File: config.mk
export PLATFORM = sky130hd
export DESIGN_NAME = cic_decimator
export DESIGN_NICKNAME = d
export VERILOG_FILES = /design/src/rtl/cic_pkg.sv /design/src/rtl/cic_comb_stage.sv /design/src/rtl/cic_decimator.sv
export SDC_FILE = /design/constraint.sdc
export NUM_CORES = 1
export LEC_CHECK = 0
export ABC_AREA = 1
export CORE_MARGIN = 2
export CORE_UTILIZATION = 29
export DETAILED_ROUTE_END_ITERATION = 8
export DONT_BUFFER_PORTS = 1
export PLACE_DENSITY = 0.53
export SYNTH_ARGS = -nofsm -noshare
export SYNTH_HDL_FRONTEND = slang
export SYNTH_SLANG_ARGS = --single-unit
File: constraint.sdc
create_clock -name clk -period 3.8 [get_ports clk]
set_input_delay 0.76 -clock clk [delete_from_list [all_inputs] [get_ports clk]]
set_output_delay 0.76 -clock clk [all_outputs]
set_load 0.02 [all_outputs]
File: src/rtl/cic_pkg.sv
// Shared constants and width helpers for the CIC decimator and the ISOP stage
// that consumes its output.
package cic_pkg;

  localparam int CIC_IN_W     = 8;
  localparam int CIC_OUT_W    = 8;
  localparam int CIC_N_STAGES = 3;
  localparam int CIC_R        = 8;

  function automatic int clog2(input int value);
    int result;
    result = 0;
    for (int p = 1; p < value; p = p * 2) begin
      result = result + 1;
    end
    return result;
  endfunction

  // Bit growth of N stages at ratio R (M=1) is N*log2(R) above the input width.
  function automatic int acc_width(input int in_w, input int n_stages, input int r);
    return in_w + n_stages * clog2(r);
  endfunction

endpackage

File: src/rtl/cic_comb_stage.sv
// One CIC comb section: y = x - x_prev, where x_prev only advances on decimated
// sample strobes.
module cic_comb_stage #(
  parameter int W = 17
) (
  input  logic                clk,
  input  logic                rst,
  input  logic                en,
  input  logic signed [W-1:0] x,
  output logic signed [W-1:0] y
);

  logic signed [W-1:0] dly;

  always_ff @(posedge clk or negedge rst) begin
    if (!rst) begin
      dly <= '0;
    end else if (en) begin
      dly <= x;
    end
  end

  assign y = x - dly;

endmodule

File: src/rtl/cic_decimator.sv
// N-stage CIC decimator (M=1): pipelined integrators at the input rate, decimate
// by R, combinational comb chain at the output rate, truncated to OUT_W bits.
module cic_decimator
  import cic_pkg::*;
#(
  parameter int IN_W     = CIC_IN_W,
  parameter int OUT_W    = CIC_OUT_W,
  parameter int N_STAGES = CIC_N_STAGES,
  parameter int R        = CIC_R
) (
  input  logic                    clk,
  input  logic                    rst,
  input  logic signed [IN_W-1:0]  d_in,
  input  logic                    in_valid,
  output logic signed [OUT_W-1:0] d_out,
  output logic                    out_valid
);

  localparam int ACC_W = acc_width(IN_W, N_STAGES, R);
  localparam int CNT_W = clog2(R);

  logic signed [ACC_W-1:0] d_ext;
  logic signed [ACC_W-1:0] integ [N_STAGES];
  logic        [CNT_W-1:0] cnt;
  logic signed [ACC_W-1:0] dec_sample;
  logic                    dec_valid;
  logic signed [ACC_W-1:0] comb_chain [N_STAGES+1];
  logic signed [ACC_W-1:0] comb_out;

  assign d_ext = {{(ACC_W-IN_W){d_in[IN_W-1]}}, d_in};

  // Integrators wrap modulo 2^ACC_W; the combs undo the wrap exactly.
  for (genvar k = 0; k < N_STAGES; k++) begin : g_integ
    logic signed [ACC_W-1:0] acc;
    if (k == 0) begin : g_first
      always_ff @(posedge clk or negedge rst) begin
        if (!rst) begin
          acc <= '0;
        end else if (in_valid) begin
          acc <= acc + d_ext;
        end
      end
    end else begin : g_rest
      always_ff @(posedge clk or negedge rst) begin
        if (!rst) begin
          acc <= '0;
        end else if (in_valid) begin
          acc <= acc + integ[k-1];
        end
      end
    end
    assign integ[k] = acc;
  end

  always_ff @(posedge clk or negedge rst) begin
    if (!rst) begin
      cnt        <= '0;
      dec_sample <= '0;
      dec_valid  <= 1'b0;
    end else begin
      dec_valid <= 1'b0;
      if (in_valid) begin
        if (cnt == CNT_W'(R - 1)) begin
          cnt        <= '0;
          dec_sample <= integ[N_STAGES-1];
          dec_valid  <= 1'b1;
        end else begin
          cnt <= cnt + CNT_W'(1);
        end
      end
    end
  end

  assign comb_chain[0] = dec_sample;

  for (genvar k = 0; k < N_STAGES; k++) begin : g_comb
    cic_comb_stage #(.W(ACC_W)) u_comb (
      .clk (clk),
      .rst (rst),
      .en  (dec_valid),
      .x   (comb_chain[k]),
      .y   (comb_chain[k+1])
    );
  end

  assign comb_out = comb_chain[N_STAGES];

  // Arithmetic shift keeps the top OUT_W bits, i.e. truncation toward -inf.
  always_ff @(posedge clk or negedge rst) begin
    if (!rst) begin
      d_out     <= '0;
      out_valid <= 1'b0;
    end else begin
      out_valid <= dec_valid;
      if (dec_valid) begin
        d_out <= OUT_W'(comb_out >>> (ACC_W - OUT_W));
      end
    end
  end

endmodule

==> results of run 1 <==
cell type report:
cell class              count  share of cell area
flip-flops and latches    132               0.298
clock buffers              18              0.0397
multi-input cells         857               0.494
well taps                 396              0.0448
clock inverters            14              0.0149
inverters                 125              0.0424
repair buffers             96              0.0654
worst paths after layout:
check	startpoint	to	slack (ps)	depth (start not counted)
worst min register to register	g_comb[2].u_comb.dly[11]	g_comb[2].u_comb.dly[11]	480	2
worst max register to register	g_comb[0].u_comb.dly[0]	d_out[6]	-90	25
worst min-delay path	rst	g_comb[0].u_comb.dly[2]	30	0
max in group asynchronous	rst	g_integ[0].acc[11]	3510	0
min in group clk	in_valid	cnt[0]	440	1
worst max-delay path	g_comb[0].u_comb.dly[0]	d_out[6]	-90	25
synth_stat cells, types with 2 or more instances:
cell type,count
nand2_1,296
dfrtp_1,132
o21ai_0,127
inv_1,125
ha_1,97
a21oi_1,83
nand3_1,44
nor2_1,41
xor2_1,37
xnor2_1,33
clkbuf_1,21
a31oi_1,10
a21o_1,9
a21oi_2,8
o21ai_1,8
o21ai_2,8
nand4_1,7
a211oi_1,5
fa_1,5
nand2_2,5
buf_1,4
nand3_2,4
nor3_1,4
a21boi_2,3
o211ai_1,3
o21bai_1,3
a21boi_1,2
and2_1,2
nand3b_1,2
nor2_2,2
o211a_1,2
o31ai_1,2
sequential cells by signal, indices dropped and copies added (netlist names):
name               flops
dec_sample            17
out_valid              1
g_comb.u_comb.dly     51
g_integ.acc           51
cnt                    3
dec_valid              1
d_out                  8
per-stage QoR:
stage / setup TNS [ps] / cells / cell area (um^2) / hold slack [ps]
after CTS: -203 / 1634 / 10800 / 9.48
after floorplan: 0 / 1141 / 9030 / 352
after detailed placement: -1420 / 1597 / 10100 / 467
after global routing: -2030 / 1638 / 11100 / 10.3
after global placement: -815 / 1597 / 10100 / 460
final: -153 / 1638 / 11100 / 31.7
per-layer routing:
metal	track usage	wire length [um]	vias to the layer above	share of wire
li1	-	-	3979	-
met1	0.146	8860	3291	0.48
met2	0.215	9060	66	0.49
met3	0.0263	346	24	0.019
met4	0.0361	365	0	0.020
met5	0	0	-	0
cells by family after synthesis:
logic type / share of synthesized area
AOI/OAI and AO/OA: 0.171
adders and majority gates: 0.145
and+or+nand+nor: 0.186
buffers and inverters: 0.0641
xor gates and xnor gates: 0.0679
DFF: 0.366
timing repair:
| item | in CTS | in global routing |
|---|---|---|
| endpoints found under the setup margin | 7 | 8 |
| resized for setup | 36 | 37 |
| pin swaps | 13 | 16 |
| setup buffers | 5 | 4 |
| cloned | 0 | 0 |
==> flow_metrics.py, run 1 <==
metrics = {
    "logic_synthesis": {
        "synth_cell_types": 39,
        "synthArstFlopShare": 1.00,
        "synth_edf_count": 0,
        "synth.area.top_cells": "dfrtp_1 (37%), ha_1 (13%), nand2_1 (12%)",
        "syn_area_um2": 9030,
        "synth_fp_nets": 1254,
        "ys_seq_area_frac": 0.366,
        "synth_top_cell_by_area": "dfrtp_1",
        "yosys.area.top_type_share": 0.366,
        "synth_seq_cells": 132,
        "synthFlopType": "dfrtp_1",
        "avgSynthCellArea_um2": 7.92,
        "yosysWarnings": 0,
        "syn_inst": 1141,
    },
    "place": {
        "dpl.hpwl_mm": 13.3,
        "pre_cts_ws_ps": -289,
        "gp_congestion": 0.774,
        "io_buffers": 0,
    },
    "setup_path": {
        "path_class": "reg -> reg",
        "critPathMaxStageDelay_ps": 410,
        "cp_top_family": "simple AND/OR/NAND/NOR gates",
        "start_kind": "flip-flop",
        "critPathSlowestCell": "dfrtp_1",
        "crit_arrival_ps": 4200,
        "critPathBufInv": 3,
        "path_common_cell": "nand2_1",
        "cp-end-kind": "flip-flop",
        "cp.required_ps": 4120,
        "critPathMaxFanout": 4,
    },
    "cts": {
        "clock_latency_ps": 420,
        "postCtsHoldBufs": 0,
        "clock_sinks": 132,
        "cts_tree": "yes",
        "root_buffer": "clkbuf_16",
        "cts_buffers": 17,
        "cts_htree_levels": 4,
        "clk_pin_slew_ps": 70,
        "clockBufferDepth": 2,
    },
    "sta": {
        "setup_viol": 2,
        "fin_skew_ps": 9.31,
        "drv_slew": 0,
        "final_hold_viol_count": 0,
        "period_needed_ps": 3890,
        "fmax_mhz": 257,
        "slew_headroom": 0.359,
        "period_share": 1.02,
        "rsz0062_at_grt": "true",
        "fin_ws_ps": -86.7,
        "tightest_slew_ps": 961,
    },
    "cells_and_area": {
        "finalNetCount": 1342,
        "final_common_cell": "nand2_1",
        "final_util": 0.361,
        "drive_above_1_share": 0.176,
        "regArea_um2": 3300,
        "insertedDiodeCount": 0,
        "final_cell_mix": "nand2_1 (286), dfrtp_1 (131), inv_1 (123), o21ai_0 (119), buf_4 (95)",
        "syn_to_final_growth_pct": 22.6,
        "fillers": 3146,
        "multiInputGateArea_um2": 5470,
    },
    "detailed_routing": {
        "drc_errors": 0,
        "via_per_inst": 4.49,
        "post_drt_wl_per_cell_um": 11.4,
        "drt_iter0_drc": 235,
        "via_count": 7360,
        "drtAntennaViolNets": 0,
        "first_pass_iters": 4,
        "finalWirelength_mm": 18.6,
    },
    "run_status": {
        "violations": "negative setup slack",
        "outcome": "finished with violations",
    },
    "grt": {
        "grt_pass1_wl_mm": 33.3,
        "overflow": 0,
        "grt_max_degree": 133,
        "grt_pass1_vias": 7449,
        "grt_antenna_before_repair": 0,
        "grt_use_total": 0.121,
    },
    "floorplanning": {
        "die_x_um": 180,
        "die_h_um": 180,
        "initial_core_util": 0.295,
        "dieArea_um2": 32600,
        "core_area_um2": 30700,
        "top_level_ports": 20,
        "rows": 64,
    },
    "hold_path": {
        "hold_class": "in -> async",
    },
    "job": {
        "cap_violations": 0,
    },
}
Power of run 1 is left out: the tool's default activity adds up to more than one toggle a clock period on the data nets, which glitch-free logic cannot reach.
==> run 2: changes to the inputs <==
==> constraint.sdc (replaced) <==
create_clock -name clk -period 3.19 [get_ports clk]
set_input_delay 0.638 -clock clk [delete_from_list [all_inputs] [get_ports clk]]
set_output_delay 0.638 -clock clk [all_outputs]
set_load 0.02 [all_outputs]
==> run 2 against run 1 <==
  * The flow finishes with violations (negative hold slack, negative setup slack)
  * Cell area rose by 5.2%
  * Clock skew increased by 4.7 ps
  * Fmax is 0.46% higher
  * Flip-flop and latch count did not move
  * Non-clock buffer count up 31
  * Via count up 1.8%
  * Setup slack worse by 590 ps
  * Register-to-register slack got worse by 590 ps
  * Utilization increased by 1.9 points
  * Largest cell class unchanged
==> flow_metrics.py, run 2 (synthesis gave the netlist of run 1 again) <==
metrics = {
    "cells_and_area": {
        "fin_cells": 1669,
        "fillers": 3136,
        "final_cell_mix": "nand2_1 (282), dfrtp_1 (130), buf_4 (120), o21ai_0 (118), inv_1 (116)",
        "finalNetCount": 1373,
        "drive_above_1_share": 0.223,
        "regArea_um2": 3310,
        "final_util": 0.380,
        "reg.largest.list": "g_comb.u_comb.dly (51), g_integ.acc (51), dec_sample (17)",
        "insertedDiodeCount": 0,
        "final_common_cell": "nand2_1",
        "syn_to_final_growth_pct": 28.9,
        "multiInputGateArea_um2": 5800,
    },
    "floorplanning": {
        "initial_core_util": 0.295,
        "core_area_um2": 30700,
        "die_x_um": 180,
        "rows": 64,
        "die_h_um": 180,
        "top_level_ports": 20,
        "dieArea_um2": 32600,
    },
    "cts": {
        "clock_sinks": 132,
        "cts_buffers": 17,
        "cts_tree": "yes",
        "clockBufferDepth": 2,
        "clock_latency_ps": 430,
        "clk_pin_slew_ps": 60,
        "cts_htree_levels": 4,
        "root_buffer": "clkbuf_16",
    },
    "setup_path": {
        "reg2reg_from": "dec_sample[0]",
        "cp.required_ps": 3500,
        "path_class": "reg -> reg",
        "critPathMaxFanout": 4,
        "start_kind": "flip-flop",
        "crit_start": "dec_sample[0]",
        "cp-end-kind": "flip-flop",
        "r2r_setup_slack_ps": -680,
        "crit_arrival_ps": 4180,
        "r2r_cells": 27,
        "rr_endpoint": "d_out[7]",
    },
    "sta": {
        "fin_skew_ps": 14.0,
        "tightest_slew_ps": 934,
        "period_needed_ps": 3870,
        "drv_slew": 0,
        "setup_viol": 8,
        "fmax_mhz": 258,
        "rsz0062_at_grt": "true",
        "whs_ps": -91.7,
        "slew_headroom": 0.376,
        "fin_ws_ps": -679,
        "period_share": 1.21,
        "final_hold_viol_count": 132,
    },
    "hold_path": {
        "hold_class": "in -> async",
    },
    "grt": {
        "grt_pass1_wl_mm": 33.0,
        "overflow": 0,
        "grt_max_degree": 133,
        "grt_pass1_vias": 7446,
        "grt_use_total": 0.121,
        "grt_antenna_before_repair": 0,
    },
    "detailed_routing": {
        "finalWirelength_mm": 18.9,
        "via_per_inst": 4.49,
        "first_pass_iters": 6,
        "post_drt_wl_per_cell_um": 11.3,
        "drc_errors": 0,
        "drtAntennaViolNets": 0,
        "drt_iter0_drc": 227,
        "via_count": 7496,
    },
    "place": {
        "pre_cts_ws_ps": -768,
        "dpl.hpwl_mm": 13.5,
        "gp_congestion": 0.785,
        "io_buffers": 0,
        "dp_cells": 1618,
    },
    "job": {
        "cap_violations": 0,
    },
    "run_status": {
        "violations": "negative hold slack, negative setup slack",
        "outcome": "finished with violations",
    },
}
run 2: per-stage QoR:
stage	hold slack, ps	area, um^2	TNS, ps
floorplan	342	9120	-1980
global placement	349	10300	-4520
detailed placement	349	10300	-5100
CTS	-111	11200	-4850
global route	-120	11600	-7210
finish	-91.7	11600	-4440
run 2: cell type report:
type,count,area share
clock buffers,19,0.0380
clock inverters,13,0.0128
inverters,125,0.0403
multi-input cells,857,0.498
flip-flops and latches,132,0.284
well taps,396,0.0425
repair buffers,127,0.0849
run 2: metal layers:
metal / share of wire / wire length, um / up-vias / track usage
met4: 0.016 / 299 / 0 / 0.0426
met3: 0.020 / 385 / 18 / 0.0263
met1: 0.47 / 8940 / 3390 / 0.147
met2: 0.49 / 9250 / 55 / 0.209
met5: 0 / 0 / - / 0
li1: - / - / 4033 / -
run 2: repair_timing:
| action | 4_1_cts | 5_1_grt |
|---|---|---|
| gates resized for setup | 43 | 72 |
| hold endpoints to repair | 132 | 132 |
| buffers inserted | 8 | 12 |
| endpoints found under the setup margin | 9 | 14 |
| pin swaps | 32 | 53 |
run 2: worst max-delay path, cell delays in order (launching register included):
cell      delay, ps
dfrtp_1         370
inv_2            60
ha_4            160
fa_2            350
inv_2            60
nand2_2          50
nand2_4          70
nand2_2          60
nor2_1          100
nor2_1           60
xnor2_1         180
ha_1            310
nand2_1          90
inv_2            40
a21boi_2        130
nand2_2         110
a21oi_4         150
o21bai_1        100
xor2_1          280
ha_4            280
nand2_4          90
nor2_4           40
nand2_1          60
o211ai_1         90
a31oi_2         200
nand3_1         100
nand3_1          80
nand2_1          60
run 2: worst max-delay path by stage:
| stage | to | slack (ps) |
|---|---|---|
| after floorplan | d_out[7] | -390 |
| after global placement | d_out[7] | -670 |
| after detailed placement | d_out[7] | -770 |
| after CTS | d_out[7] | -730 |
| after global routing | d_out[7] | -1030 |
| final | d_out[7] | -680 |
Power of run 2 is left out for the same reason.
==> run 3: changes to the inputs <==
--- a/config.mk
+++ b/config.mk
@@ -6,6 +6,7 @@
 export NUM_CORES = 1
 export LEC_CHECK = 0
 export ABC_AREA = 1
+export ABC_CLOCK_PERIOD_IN_PS = 3190
 export CORE_MARGIN = 2
 export CORE_UTILIZATION = 29
 export DETAILED_ROUTE_END_ITERATION = 8
==> results of run 3 <==
No change in the layout: final DEF, timing and power equal those of run 2.
Power of run 3 is left out for the same reason.
